==> config.mk <==
export PLATFORM = sky130hd
export DESIGN_NAME = div_unit
export DESIGN_NICKNAME = d
export VERILOG_FILES = /design/src/rtl/div_unit.sv
export SDC_FILE = /design/constraint.sdc
export NUM_CORES = 1
export LEC_CHECK = 0
export ABC_AREA = 1
export CORE_UTILIZATION = 53
export DETAILED_ROUTE_END_ITERATION = 8
export PLACE_DENSITY_LB_ADDON = 0.08
export SETUP_SLACK_MARGIN = 0.4
export SKIP_CTS_REPAIR_TIMING = 1
export SLEW_MARGIN = 20
export SYNTH_ARGS = -nofsm -noshare
export SYNTH_HDL_FRONTEND = slang
export SYNTH_SLANG_ARGS = --single-unit
==> constraint.sdc <==
create_clock -name clk -period 3.79 [get_ports clk]
set_input_delay 1.137 -clock clk [delete_from_list [all_inputs] [get_ports clk]]
set_output_delay 1.137 -clock clk [all_outputs]
set_load 0.05 [all_outputs]
==> src/rtl/div_unit.sv <==
// Iterative radix-2 restoring divider for the HI/LO path; result packed as {remainder, quotient}.
// Latency: start sampled in cycle 0 -> ready_o in cycle WIDTH+1 (cycle 2 for divide-by-zero, cycle 1 on early exit).
// No backpressure: start_i is ignored while busy_o=1, annul_i cancels work in DIVZERO/ON. Optional macro: DIV_EARLY_EXIT_EN.
module div_unit #(
  parameter int WIDTH = 32,
  parameter int CNT_W = 6
) (
  input  logic               clk,
  input  logic               rst,
  input  logic               start_i,
  input  logic               annul_i,
  input  logic               signed_i,
  input  logic [WIDTH-1:0]   op0_i,
  input  logic [WIDTH-1:0]   op1_i,
  output logic [2*WIDTH-1:0] result_o,
  output logic               ready_o,
  output logic               busy_o,
  output logic               dbz_o
);

  typedef enum logic [1:0] {S_IDLE, S_DIVZERO, S_ON, S_END} state_t;

  state_t           state, state_nxt;
  logic [CNT_W-1:0] cnt;
  logic [WIDTH-1:0] rem;    // partial remainder
  logic [WIDTH-1:0] quo;    // dividend shifting out, quotient shifting in
  logic [WIDTH-1:0] dvs;    // divisor magnitude
  logic             neg_q;
  logic             neg_r;

  // Operand magnitudes; unsigned mode passes operands through untouched.
  // The most-negative value maps onto itself, which is its correct unsigned magnitude.
  logic [WIDTH-1:0] mag0, mag1;
  logic             div_zero;
  logic             early;

  assign mag0     = (signed_i && op0_i[WIDTH-1]) ? -op0_i : op0_i;
  assign mag1     = (signed_i && op1_i[WIDTH-1]) ? -op1_i : op1_i;
  assign div_zero = (op1_i == '0);

`ifdef DIV_EARLY_EXIT_EN
  // Dividend smaller than divisor: quotient is zero and remainder is the dividend itself.
  assign early = (mag0 < mag1);
`else
  assign early = 1'b0;
`endif

  // One restoring step: shift {rem, quo} left, trial-subtract divisor, quotient bit = NOT borrow.
  // When there is no borrow the difference is below the divisor, so its low WIDTH bits are exact.
  logic [WIDTH:0]   trial;
  logic [WIDTH-1:0] diff;
  logic             borrow;
  logic [WIDTH-1:0] rem_step, quo_step;
  logic [WIDTH-1:0] rem_fix, quo_fix;
  logic             last_step;

  assign trial     = {rem, quo[WIDTH-1]};
  assign borrow    = (trial < {1'b0, dvs});
  assign diff      = trial[WIDTH-1:0] - dvs;
  assign rem_step  = borrow ? trial[WIDTH-1:0] : diff;
  assign quo_step  = {quo[WIDTH-2:0], ~borrow};
  assign last_step = (cnt == CNT_W'(WIDTH - 1));
  assign quo_fix   = neg_q ? -quo_step : quo_step;
  assign rem_fix   = neg_r ? -rem_step : rem_step;

  // Next-state selection; annul wins over completion in DIVZERO and ON.
  always_comb begin
    state_nxt = state;
    case (state)
      S_IDLE: begin
        if (start_i && !annul_i) begin
          if (div_zero)   state_nxt = S_DIVZERO;
          else if (early) state_nxt = S_END;
          else            state_nxt = S_ON;
        end
      end
      S_DIVZERO: state_nxt = annul_i ? S_IDLE : S_END;
      S_ON: begin
        if (annul_i)        state_nxt = S_IDLE;
        else if (last_step) state_nxt = S_END;
      end
      S_END:   state_nxt = S_IDLE;
      default: state_nxt = S_IDLE;
    endcase
  end

  // State register, datapath and registered outputs.
  always_ff @(posedge clk) begin
    if (rst) begin
      state    <= S_IDLE;
      cnt      <= '0;
      rem      <= '0;
      quo      <= '0;
      dvs      <= '0;
      neg_q    <= 1'b0;
      neg_r    <= 1'b0;
      result_o <= '0;
      ready_o  <= 1'b0;
      busy_o   <= 1'b0;
      dbz_o    <= 1'b0;
    end else begin
      state   <= state_nxt;
      ready_o <= (state_nxt == S_END);
      busy_o  <= (state_nxt != S_IDLE);
      dbz_o   <= (state == S_DIVZERO) && (state_nxt == S_END);
      case (state)
        S_IDLE: begin
          if (start_i && !annul_i) begin
            rem   <= '0;
            // On divide-by-zero the raw dividend is parked here to become HI.
            quo   <= div_zero ? op0_i : mag0;
            dvs   <= mag1;
            neg_q <= signed_i & (op0_i[WIDTH-1] ^ op1_i[WIDTH-1]);
            neg_r <= signed_i & op0_i[WIDTH-1];
            cnt   <= '0;
            if (!div_zero && early)
              result_o <= {op0_i, {WIDTH{1'b0}}};
          end
        end
        S_DIVZERO: begin
          if (!annul_i)
            result_o <= {quo, {WIDTH{1'b1}}};
        end
        S_ON: begin
          rem <= rem_step;
          quo <= quo_step;
          cnt <= cnt + CNT_W'(1);
          if (!annul_i && last_step)
            result_o <= {rem_fix, quo_fix};
        end
        default: ;
      endcase
    end
  end

endmodule
==> summary.txt, run 1 <==
Yosys
  • Post-Syn Nets: ~2300
  • Async SR Flop Fraction: 0
  • Main combinational cell family by area after synthesis: simple AND/OR/NAND/NOR gates
  • Sequential area share after synthesis: 0.2725
  • Most common cell in the netlist: nand2_1
  • Simple-gate share of the synthesized area: 0.3430
  • Number of synthesized flops with an enable pin: 0
  • Share of Yosys cell area claimed by the top area cell type: 0.2725
  • Top post-synthesis cells by area: dfxtp_1, nand2_1, inv_1, a21oi_1, nor2_1
  • Most frequent cells after synthesis: nand2_1, inv_1, nor2_1
  • Register bit total from synthesis: 173
  • Adder-Cell Fraction of Synth Area: 0.03800
  • Area fraction in compound gates after synthesis: 0.1905
  • Mux cell area share after synthesis: 0
  • Yosys top cell by area: dfxtp_1
  • Netlist cell types: 50
  • Post-Syn Area: between 10000 and 15000 um2
  • YS warnings: 0
  • Post-Synth XOR/XNOR Area: 0.03859
  • Avg Cell Area, Syn: approximately 5.9 um2
  • Post-synth top flop: dfxtp_1
  • Gate Count Post-Synth: 2144

Placed design
  • Post-Place Cells: 2566
  • GP Congestion: slightly below 1
  • Hpwl dp: 34.05 mm
  • Port Buffers: 135

Detailed routing
  • DRC viols: 0
  • Initial DRC Count: between 1500 and 2000
  • Vias per Instance: between 5 and 6
  • Vias post-DR: approximately 15000
  • Post-route ant nets: 0
  • Drt wl/cell: 17.19 um
  • Final WL: 45.03 mm
  • Drt first pass iters: 5

Floorplan
  • Die height: 156.9 um
  • Die ar.: 24600 um2
  • Initial core utilization: 0.5414
  • Rows: 56
  • Core Footprint: 23470 um2
  • IO Count: approximately 140
  • Die X: 156.9 um

Global routing
  • Initial antenna violation count: 0
  • Vias in the first global route: 13270
  • First-pass GRT wire length: 69.30 mm
  • GR Util All Layers: 0.3643
  • Grt ovf: 0
  • Largest net degree at the start of global routing: 63

Cells and area
  • Reg area: 3512 um2
  • Layout cell share with drive strength beyond 1: 0.1461
  • Layout area overhead: 27.00%
  • Multi-input logic area: 8482 um2
  • Layout Nets: 2394
  • Non-filler cells, final: roughly 2600
  • # fillers: 2184
  • Diode count: 0
  • Final Util: 0.6876

Clock tree
  • Root buf cell: clkbuf_16
  • CTS clk-pin slew, worst paths: 0.08 ns
  • Clock buffer depth: 2
  • CTS tree: yes
  • Sink Count: 173
  • Number of CTS-inserted buffers: 17
  • H-tree depth: 4
  • Clock latency on the worst-skew pair: 0.44 ns

Timing
  • Fmax: 291.5 MHz
  • Final min period: 3.430 ns
  • Period utilization: 0.9051
  • Worst Tran Pin Value: roughly 0.72 ns
  • Slew Viols, Final: 0
  • Final hold viol count: 0
  • RSZ-0062 raised after global routing: true
  • Setup_tns: 0 ns
  • Setup-failing EPs final: 0
  • Setup Skew: 0.01379 ns
  • Rel. slew slack: 0.5199

Worst hold path
  • Hold crit path type: flop to flop

Power
  • Peak VDD IR: 0.2856 mV
  • PwrDens: about 370 nW/um2
  • Leak: 7.375 nW

Flow run
  • Max capacitance violation total: 0

Setup path
  • Kind of critical path: flop to flop
  • Crit path DAT: 3.73 ns
  • Crit Path Max Fanout: 3
  • Setup crit end kind: flop
  • CP Launch Type: flop
  • Critical Path RT: 4.09 ns

Status
  • Status: finished clean
## through the flow
step	hold WS [ns]	cell area [um2]	total power (W)	setup slack [ns]
CTS	0.4694	15530	0.005741	0.05103
floorplan	0.4453	13050	0.003271	0.3287
detailed placement	0.4560	14900	0.003861	-0.01722
finish	0.4702	16140	0.005969	0.3598
global route	0.4892	16140	0.006283	0.2513
global placement	0.4521	14900	0.003853	-0.007239
## report_power, final
group          switching [W]  internal (W)
Combinational        0.00140      0.000730
Sequential         0.0000785       0.00187
Clock               0.000847       0.00104
## routing by layer
metal	global-route usage	part of all wire	vias up
met3	0.05926	0.091	68
met2	0.5704	0.45	658
met5	0	0	-
li1	-	-	7224
met4	0.09664	0.022	0
met1	0.5142	0.44	6883
## worst paths after layout
check | cells past startpoint | startpoint | to | slack [ns]
setup / recovery | 22 | dvs[24] | result_o[20] | 0.36
hold / removal | 2 | result_o[25] | result_o[25] | 0.47
setup reg to reg | 22 | dvs[24] | result_o[20] | 0.36
hold reg to reg | 2 | result_o[25] | result_o[25] | 0.47
## worst max-delay path, cell delays in order (launching register included)
cell	delay, ns
dfxtp_1	0.32
inv_2	0.13
ha_4	0.24
a21oi_2	0.19
nand2_2	0.11
a21oi_4	0.18
nor2_4	0.07
nor2_8	0.09
nand2_4	0.08
inv_4	0.08
ha_4	0.12
inv_2	0.04
nor3_4	0.13
inv_2	0.08
nor3_4	0.14
nand3_2	0.13
nor3_4	0.18
nand3_2	0.17
or3b_4	0.43
nand2_1	0.10
a31oi_1	0.09
o31ai_1	0.09
a21oi_1	0.10
## cells by family (layout without fill, tap and decap cells)
group,after synthesis,in the layout
and+or+nand+nor,1052,1052
AOI/OAI and AO/OA,435,435
buffers and inverters,390,546
DFF,173,173
xor gates and xnor gates,56,56
adders and majority gates,38,38
## placed cells by master, fill, tap and decap left out, types with 4 or more instances in the layout
cell type	n
nand2_1	566
inv_1	255
nor2_1	208
a21oi_1	184
dfxtp_1	140
clkdlybuf4s50_1	132
o21ai_0	120
nand3_1	115
buf_4	71
a31oi_1	47
inv_2	45
nand2_2	38
xor2_1	35
dfxtp_2	30
ha_4	26
nand4_1	22
xnor2_1	21
nor3_1	20
nor2_2	18
o211ai_1	18
clkbuf_16	17
o31ai_1	13
nor2_4	11
nor3_2	9
o221ai_1	9
and2_1	8
o21ai_1	8
nand2_4	7
or2_2	7
ha_1	7
nand3_2	6
a21oi_2	6
o21bai_1	6
nor4_1	6
a22oi_1	5
o21ai_2	4
o21a_1	4
ha_2	4
buf_12	4
## layout make-up
class / instances / share of cell area
inverter: 303 / 0.07078
multi-input combinational: 1581 / 0.5255
sequential: 173 / 0.2176
timing repair buffer: 211 / 0.1224
clock buffer: 19 / 0.02806
tap: 319 / 0.02473
clock inverter: 13 / 0.01085
## flip-flops by register name (all words and copies together), names as in the netlist, 2 cells and up
name and count:
rem 32, state 2, quo 32, result_o 64, cnt 6, dvs 32
Power figures use the tool's default switching activity.
==> run 2: changes to the inputs <==
--- a/config.mk
+++ b/config.mk
@@ -9,6 +9,7 @@
 export CORE_UTILIZATION = 53
 export DETAILED_ROUTE_END_ITERATION = 8
 export PLACE_DENSITY_LB_ADDON = 0.08
+export RECOVER_POWER = 25
 export SETUP_SLACK_MARGIN = 0.4
 export SKIP_CTS_REPAIR_TIMING = 1
 export SLEW_MARGIN = 20
==> summary.txt, run 2 (synthesis gave the netlist of run 1 again) <==
Status
  • Status: finished clean (unchanged)

Timing
  • Setup Skew: 0.01379 ns (about the same)
  • Period utilization: 0.9074 (was 0.9051)
  • RSZ-0062 raised after global routing: true (unchanged)
  • Final hold viol count: 0 (unchanged)
  • Setup-failing EPs final: 0 (unchanged)
  • Fmax: 290.8 MHz (was 291.5 MHz)
  • Setup_tns: 0 ns (unchanged)
  • Rel. slew slack: 0.2069 (was 0.5199)
  • Slew Viols, Final: 0 (unchanged)
  • Final min period: 3.439 ns (was 3.430 ns)
  • Worst Tran Pin Value: 1.190 ns (was 0.7192 ns)

Worst hold path
  • Worst Hold Launch: result_o[25] (unchanged)
  • Worst Hold End: result_o[25] (unchanged)
  • Hold crit path type: flop to flop (unchanged)
  • Worst hold stages: 2 (unchanged)

Setup path
  • Crit Path Max Fanout: 3 (unchanged)
  • Critical Path RT: 4.07 ns (was 4.09 ns)
  • Kind of critical path: flop to flop (unchanged)
  • Cells on worst reg2reg path: 22 (unchanged)
  • Crit path DAT: 3.72 ns (was 3.73 ns)
  • Setup crit end kind: flop (unchanged)
  • Internal reg-to-reg setup slack: 0.35 ns (was 0.36 ns)
  • CP Launch Type: flop (unchanged)
  • RR Endpoint: result_o[20] (unchanged)
  • R2r startpoint: dvs[24] (unchanged)

Cells and area
  • Max FFs per register: 64 (unchanged)
  • Most common cell after layout, fill and taps aside: nand2_1 (unchanged)
  • Layout area overhead: 26.85% (was 27.00%)
  • Most frequent cells in the layout: nand2_1, inv_1, nor2_1 (unchanged)
  • Final Util: 0.6868 (was 0.6876)
  • Diode count: 0 (unchanged)
  • Most flops, register: result_o (unchanged)
  • Layout cell share with drive strength beyond 1: 0.1448 (was 0.1461)
  • Layout Nets: 2394 (unchanged)

Clock tree
  • Clock buffer depth: 2 (unchanged)
  • CTS clk-pin slew, worst paths: 0.08 ns (about the same)
  • H-tree depth: 4 (unchanged)
  • Root buf cell: clkbuf_16 (unchanged)
  • Number of CTS-inserted buffers: 17 (unchanged)
  • Clock latency on the worst-skew pair: 0.44 ns (about the same)
  • CTS tree: yes (unchanged)
  • Sink Count: 173 (unchanged)

Global routing
  • Grt ovf: 0 (unchanged)
  • Vias in the first global route: 13270 (unchanged)
  • Top Usage Layer GRT: met2 (unchanged)
  • Largest net degree at the start of global routing: 63 (unchanged)
  • Met3 usage: 0.05926 (unchanged)
  • First-pass GRT wire length: 69.30 mm (unchanged)
  • Initial antenna violation count: 0 (unchanged)
  • GR Util All Layers: 0.3643 (unchanged)
  • Met1 Track Usage GR: 0.5142 (unchanged)
  • GR Util met2: 0.5704 (unchanged)

Floorplan
  • Rows: 56 (unchanged)
  • Die ar.: 24600 um2 (unchanged)
  • Core Footprint: 23470 um2 (unchanged)
  • Die X: 156.9 um (unchanged)
  • IO Count: 136 (unchanged)
  • Initial core utilization: 0.5414 (unchanged)
  • Die height: 156.9 um (unchanged)

Power
  • Final Power: 0.005973 W (was 0.005969 W)
  • Leak: 7.390 nW (was 7.375 nW)
  • Peak VDD IR: 0.2854 mV (was 0.2856 mV)
  • PwrDens: 370.5 nW/um2 (was 369.8 nW/um2)

Detailed routing
  • Drt wl/cell: 17.20 um (was 17.19 um)
  • DRC viols: 0 (unchanged)
  • Vias post-DR: 14850 (was 14830)
  • Vias per Instance: 5.670 (was 5.664)
  • Post-route ant nets: 0 (unchanged)
  • Initial DRC Count: 1681 (was 1643)
  • Drt first pass iters: 7 (was 5)
  • Final WL: 45.06 mm (was 45.03 mm)

Placed design
  • Port Buffers: 135 (unchanged)
  • Hpwl dp: 34.05 mm (unchanged)
  • GP Congestion: 0.9845 (unchanged)

Flow run
  • Max capacitance violation total: 0 (unchanged)
[run 2: cell count changes in the layout (fill, tap and decap cells not counted)]
cell	delta
buf_4	-7
dlygate4sd3_1	+6
inv_1	+2
buf_2	-1
clkbuf_1	+1
clkdlybuf4s50_1	-6
clkbuf_2	+7
inv_2	-2
[run 2: routing by layer]
layer	up-vias	routed length [um]
met1	6885	19940
met3	78	3990
met5	-	0
li1	7224	-
met2	664	20090
met4	0	1030
[run 2: cell type report]
cell class,count,area [um2]
multi-input cells,1581,8482
fillers,2190,7352
flip-flops and latches,173,3512
repair buffers,211,1957
inverters,303,1142
clock buffers,19,452.9
well taps,319,399.1
clock inverters,13,175.2
[run 2: how the worst max path moves through the flow]
stage | startpoint | to | slack, ns | cells past startpoint
5_1_grt | annul_i | neg_q | 0.19 | 10
3_3_place_gp | op0_i[0] | quo[26] | -0.007 | 18
6_report | dvs[24] | result_o[20] | 0.35 | 22
3_5_place_dp | op1_i[1] | dvs[29] | -0.02 | 17
2_1_floorplan | dvs[3] | result_o[24] | 0.33 | 28
4_1_cts | dvs[24] | result_o[24] | 0.05 | 24
[run 2: critical path: stages, from the launching register on]
cell and delay [ns]:
dfxtp_1 0.32, inv_2 0.13, ha_4 0.24, a21oi_2 0.19
nand2_2 0.11, a21oi_4 0.18, nor2_4 0.07, nor2_8 0.09
nand2_4 0.08, inv_4 0.08, ha_4 0.12, inv_2 0.04
nor3_4 0.13, inv_2 0.08, nor3_4 0.14, nand3_2 0.13
nor3_4 0.17, nand3_2 0.16, or3b_4 0.42, nand2_1 0.09
a31oi_1 0.09, o31ai_1 0.11, a21oi_1 0.10
[run 2: report_power, final]
group,switching (W),internal [W],leakage (nW)
registers,0.0000789,0.00187,1.42
clock network,0.000854,0.00104,0.310
logic,0.00140,0.000728,5.66
[run 2: through the flow]
step	worst slack (ns)	instance area, um2	hold WS, ns	instances
after floorplan	0.3287	13050	0.4453	2144
after global placement	-0.007239	14900	0.4521	2566
after detailed placement	-0.01722	14900	0.4560	2566
after CTS	0.05103	15530	0.4694	2598
after global routing	0.1866	16120	0.4892	2619
final	0.3509	16120	0.4689	2619
==> run 3: changes to the inputs <==
--- a/config.mk
+++ b/config.mk
@@ -5,8 +5,7 @@
 export SDC_FILE = /design/constraint.sdc
 export NUM_CORES = 1
 export LEC_CHECK = 0
-export ABC_AREA = 1
-export CORE_UTILIZATION = 53
+export CORE_UTILIZATION = 52
 export DETAILED_ROUTE_END_ITERATION = 8
 export PLACE_DENSITY_LB_ADDON = 0.08
 export RECOVER_POWER = 25
==> summary.txt, run 3 <==
Detailed routing
  • Final WL: 40.81 mm (was 45.06 mm)
  • Drt wl/cell: 19.44 um (was 17.20 um)
  • Drt first pass iters: 7 (unchanged)
  • Vias per Instance: 6.203 (was 5.670)
  • Post-route ant nets: 0 (unchanged)
  • Vias post-DR: 13020 (was 14850)
  • Initial DRC Count: 1063 (was 1681)
  • DRC viols: 7 (was 0)

Status
  • Violated checks: design-rule violations, max-capacitance violations, max-slew violations
  • Status: finished with violations (was finished clean)

Global routing
  • GR Util met2: 0.5297 (was 0.5704)
  • Largest net degree at the start of global routing: 95 (was 63)
  • Initial antenna violation count: 1 (was 0)
  • Met3 usage: 0.04664 (was 0.05926)
  • GR Util All Layers: 0.3280 (was 0.3643)
  • Vias in the first global route: 11480 (was 13270)
  • Grt ovf: 0 (unchanged)
  • First-pass GRT wire length: 60.92 mm (was 69.30 mm)
  • Top Usage Layer GRT: met2 (unchanged)
  • Met1 Track Usage GR: 0.4535 (was 0.5142)

Timing
  • Worst Tran Pin Value: 1.618 ns (was 1.190 ns)
  • Fmax: 282.7 MHz (was 290.8 MHz)
  • Setup Skew: 0.01873 ns (was 0.01379 ns)
  • Final hold viol count: 0 (unchanged)
  • Fin Hold WS: 0.4707 ns (was 0.4689 ns)
  • Setup-failing EPs final: 0 (unchanged)
  • Final min period: 3.538 ns (was 3.439 ns)
  • Slew Viols, Final: 128 (was 0)
  • Period utilization: 0.9334 (was 0.9074)
  • RSZ-0062 raised after global routing: true (unchanged)
  • Rel. slew slack: -0.07890 (was 0.2069)

Clock tree
  • Number of CTS-inserted buffers: 17 (unchanged)
  • Root buf cell: clkbuf_16 (unchanged)
  • H-tree depth: 4 (unchanged)
  • Sink Count: 173 (unchanged)
  • CTS tree: yes (unchanged)
  • Clock buffer depth: 2 (unchanged)
  • CTS clk-pin slew, worst paths: 0.08 ns (about the same)
  • Clock latency on the worst-skew pair: 0.45 ns (was 0.44 ns)

Yosys
  • Avg Cell Area, Syn: 7.405 um2 (was 5.927 um2)
  • Most frequent cells after synthesis: nor2_1, nand2_1, dfxtp_1 (was nand2_1, inv_1, nor2_1)
  • Post-Syn Area: 11760 um2 (was 12710 um2)
  • Post-synth top flop: dfxtp_1 (unchanged)
  • Netlist cell types: 78 (was 50)
  • Gate Count Post-Synth: 1588 (was 2144)
  • Register bit total from synthesis: 173 (unchanged)
  • Sequential area share after synthesis: 0.2945 (was 0.2725)
  • Share of Yosys cell area claimed by the top area cell type: 0.2945 (was 0.2725)
  • Top post-synthesis cells by area: dfxtp_1, nor2_1, a21oi_1, nand2_1, xor2_1 (was dfxtp_1, nand2_1, inv_1, a21oi_1, nor2_1)
  • YS warnings: 0 (unchanged)
  • Number of synthesized flops with an enable pin: 0 (unchanged)
  • Post-Syn Nets: 1695 (was 2251)
  • Most common cell in the netlist: nor2_1 (was nand2_1)
  • Async SR Flop Fraction: 0 (unchanged)
  • Yosys top cell by area: dfxtp_1 (unchanged)

Floorplan
  • IO Count: 136 (unchanged)
  • Die height: 152.4 um (was 156.9 um)
  • Initial core utilization: 0.5339 (was 0.5414)
  • Core Footprint: 22030 um2 (was 23470 um2)
  • Die X: 152.4 um (was 156.9 um)
  • Die ar.: 23220 um2 (was 24600 um2)
  • Rows: 54 (was 56)

Power
  • Peak VDD IR: 0.3230 mV (was 0.2854 mV)
  • PwrDens: 383.6 nW/um2 (was 370.5 nW/um2)
  • Final Power: 0.006316 W (was 0.005973 W)
  • Leak: 6.033 nW (was 7.390 nW)

Setup path
  • Critical Path RT: 4.16 ns (was 4.07 ns)
  • CP Launch Type: flop (unchanged)
  • Delay of the slowest critical-path stage: 0.38 ns (was 0.42 ns)
  • Top delay family on crit path: compound AO/OA/AOI/OAI gates (was simple AND/OR/NAND/NOR gates)
  • Buf/Inv on CP: 3 (was 4)
  • Crit-path slowest cell: o31a_1 (was or3b_4)
  • Setup crit end kind: flop (unchanged)
  • Worst-path cell chain: inv_4, ha_4, fa_2, nor2b_4, o31a_1, buf_12, o21ai_4, nand2_2, xor2_4, nor4_4, a31oi_1, buf_4, o31ai_4, xor2_2, nand2_1, a211oi_2 (was inv_2, ha_4, a21oi_2, nand2_2, a21oi_4, nor2_4, nor2_8, nand2_4, inv_4, ha_4, inv_2, nor3_4, inv_2, nor3_4, nand3_2, nor3_4, nand3_2, or3b_4, nand2_1, a31oi_1, o31ai_1, a21oi_1)
  • Internal reg-to-reg setup slack: 0.25 ns (was 0.35 ns)
  • Crit path DAT: 3.91 ns (was 3.72 ns)
  • Crit Path Max Fanout: 7 (was 3)
  • Kind of critical path: flop to flop (unchanged)

Cells and area
  • Max FFs per register: 64 (unchanged)
  • Layout Nets: 1913 (was 2394)
  • Layout cell share with drive strength beyond 1: 0.2507 (was 0.1448)
  • Most common cell after layout, fill and taps aside: nor2_1 (was nand2_1)
  • # fillers: 1716 (was 2190)
  • Most flops, register: result_o (unchanged)
  • Layout area overhead: 40.02% (was 26.85%)
  • Most frequent cells in the layout: nor2_1, nand2_1, buf_4 (was nand2_1, inv_1, nor2_1)
  • Diode count: 0 (unchanged)
  • Final Util: 0.7475 (was 0.6868)

Flow run
  • Max capacitance violation total: 1 (was 0)

Placed design
  • Hpwl dp: 29.40 mm (was 34.05 mm)
  • Port Buffers: 135 (unchanged)
  • GP Congestion: 0.9311 (was 0.9845)

Worst hold path
  • Hold crit path type: flop to flop (unchanged)
## run 3: changes by cell type after synthesis, sizes merged, moves of 35 or more
cell	previous run	this run
inv	302	52
xnor2	21	56
o21ai	132	88
a21oi	191	140
nand2	611	175
nand3	121	48
a211oi	1	73
nor2	238	191
## run 3: tightest hold or removal path, delay by kind of cell, from the launching register on
kind / cells / cell delay [ns]
flops: 1 / 0.31
simple gates: 1 / 0.06
compound gates: 1 / 0.05
## run 3: cell families (layout without fill, tap and decap cells)
group,count (synthesis),count (layout),share of synthesized area
and+or+nand+nor,571,571,0.2278
AOI/OAI and AO/OA,502,502,0.2783
muxes,16,16,0.01383
DFF,173,173,0.2945
xor gates and xnor gates,121,121,0.09013
buffers and inverters,167,398,0.05437
adders and majority gates,38,38,0.04107
## run 3: final timing paths
check / end / depth (start not counted) / from
worst max register to register: result_o[49] / 16 / quo[31]
worst min register to register: result_o[62] / 2 / result_o[62]
worst max-delay path: result_o[49] / 16 / quo[31]
worst min-delay path: result_o[62] / 2 / result_o[62]
## run 3: metrics by stage
stage / instance area (um2) / setup slack (ns) / instances / setup TNS (ns)
finish: 16460 / 0.2523 / 2099 / 0
global route: 16460 / 0.07710 / 2099 / 0
floorplan: 11950 / 0.08619 / 1588 / 0
global placement: 14390 / -0.1128 / 2041 / -2.272
detailed placement: 14390 / -0.1916 / 2041 / -4.469
CTS: 14990 / -0.1029 / 2073 / -0.5469
## run 3: layout make-up
type / count / area [um2] / share of cell area
inverters: 53 / 209.0 / 0.01269
well taps: 280 / 350.3 / 0.02128
repair buffers: 313 / 2818 / 0.1711
multi-input cells: 1248 / 8952 / 0.5437
clock inverters: 15 / 177.7 / 0.01079
clock buffers: 17 / 425.4 / 0.02584
flip-flops and latches: 173 / 3532 / 0.2145
## run 3: power by group
part,switching [W],internal (W),total [W]
logic,0.00140,0.00114,0.00254
registers,0.0000910,0.00187,0.00196
clock network,0.000868,0.000943,0.00181
## run 3: metal layers
| metal | up-vias | wire [um] |
|---|---|---|
| li1 | 6219 | - |
| met1 | 6189 | 17650 |
| met2 | 546 | 19110 |
| met3 | 66 | 3036 |
| met4 | 0 | 1006 |
| met5 | - | 0 |
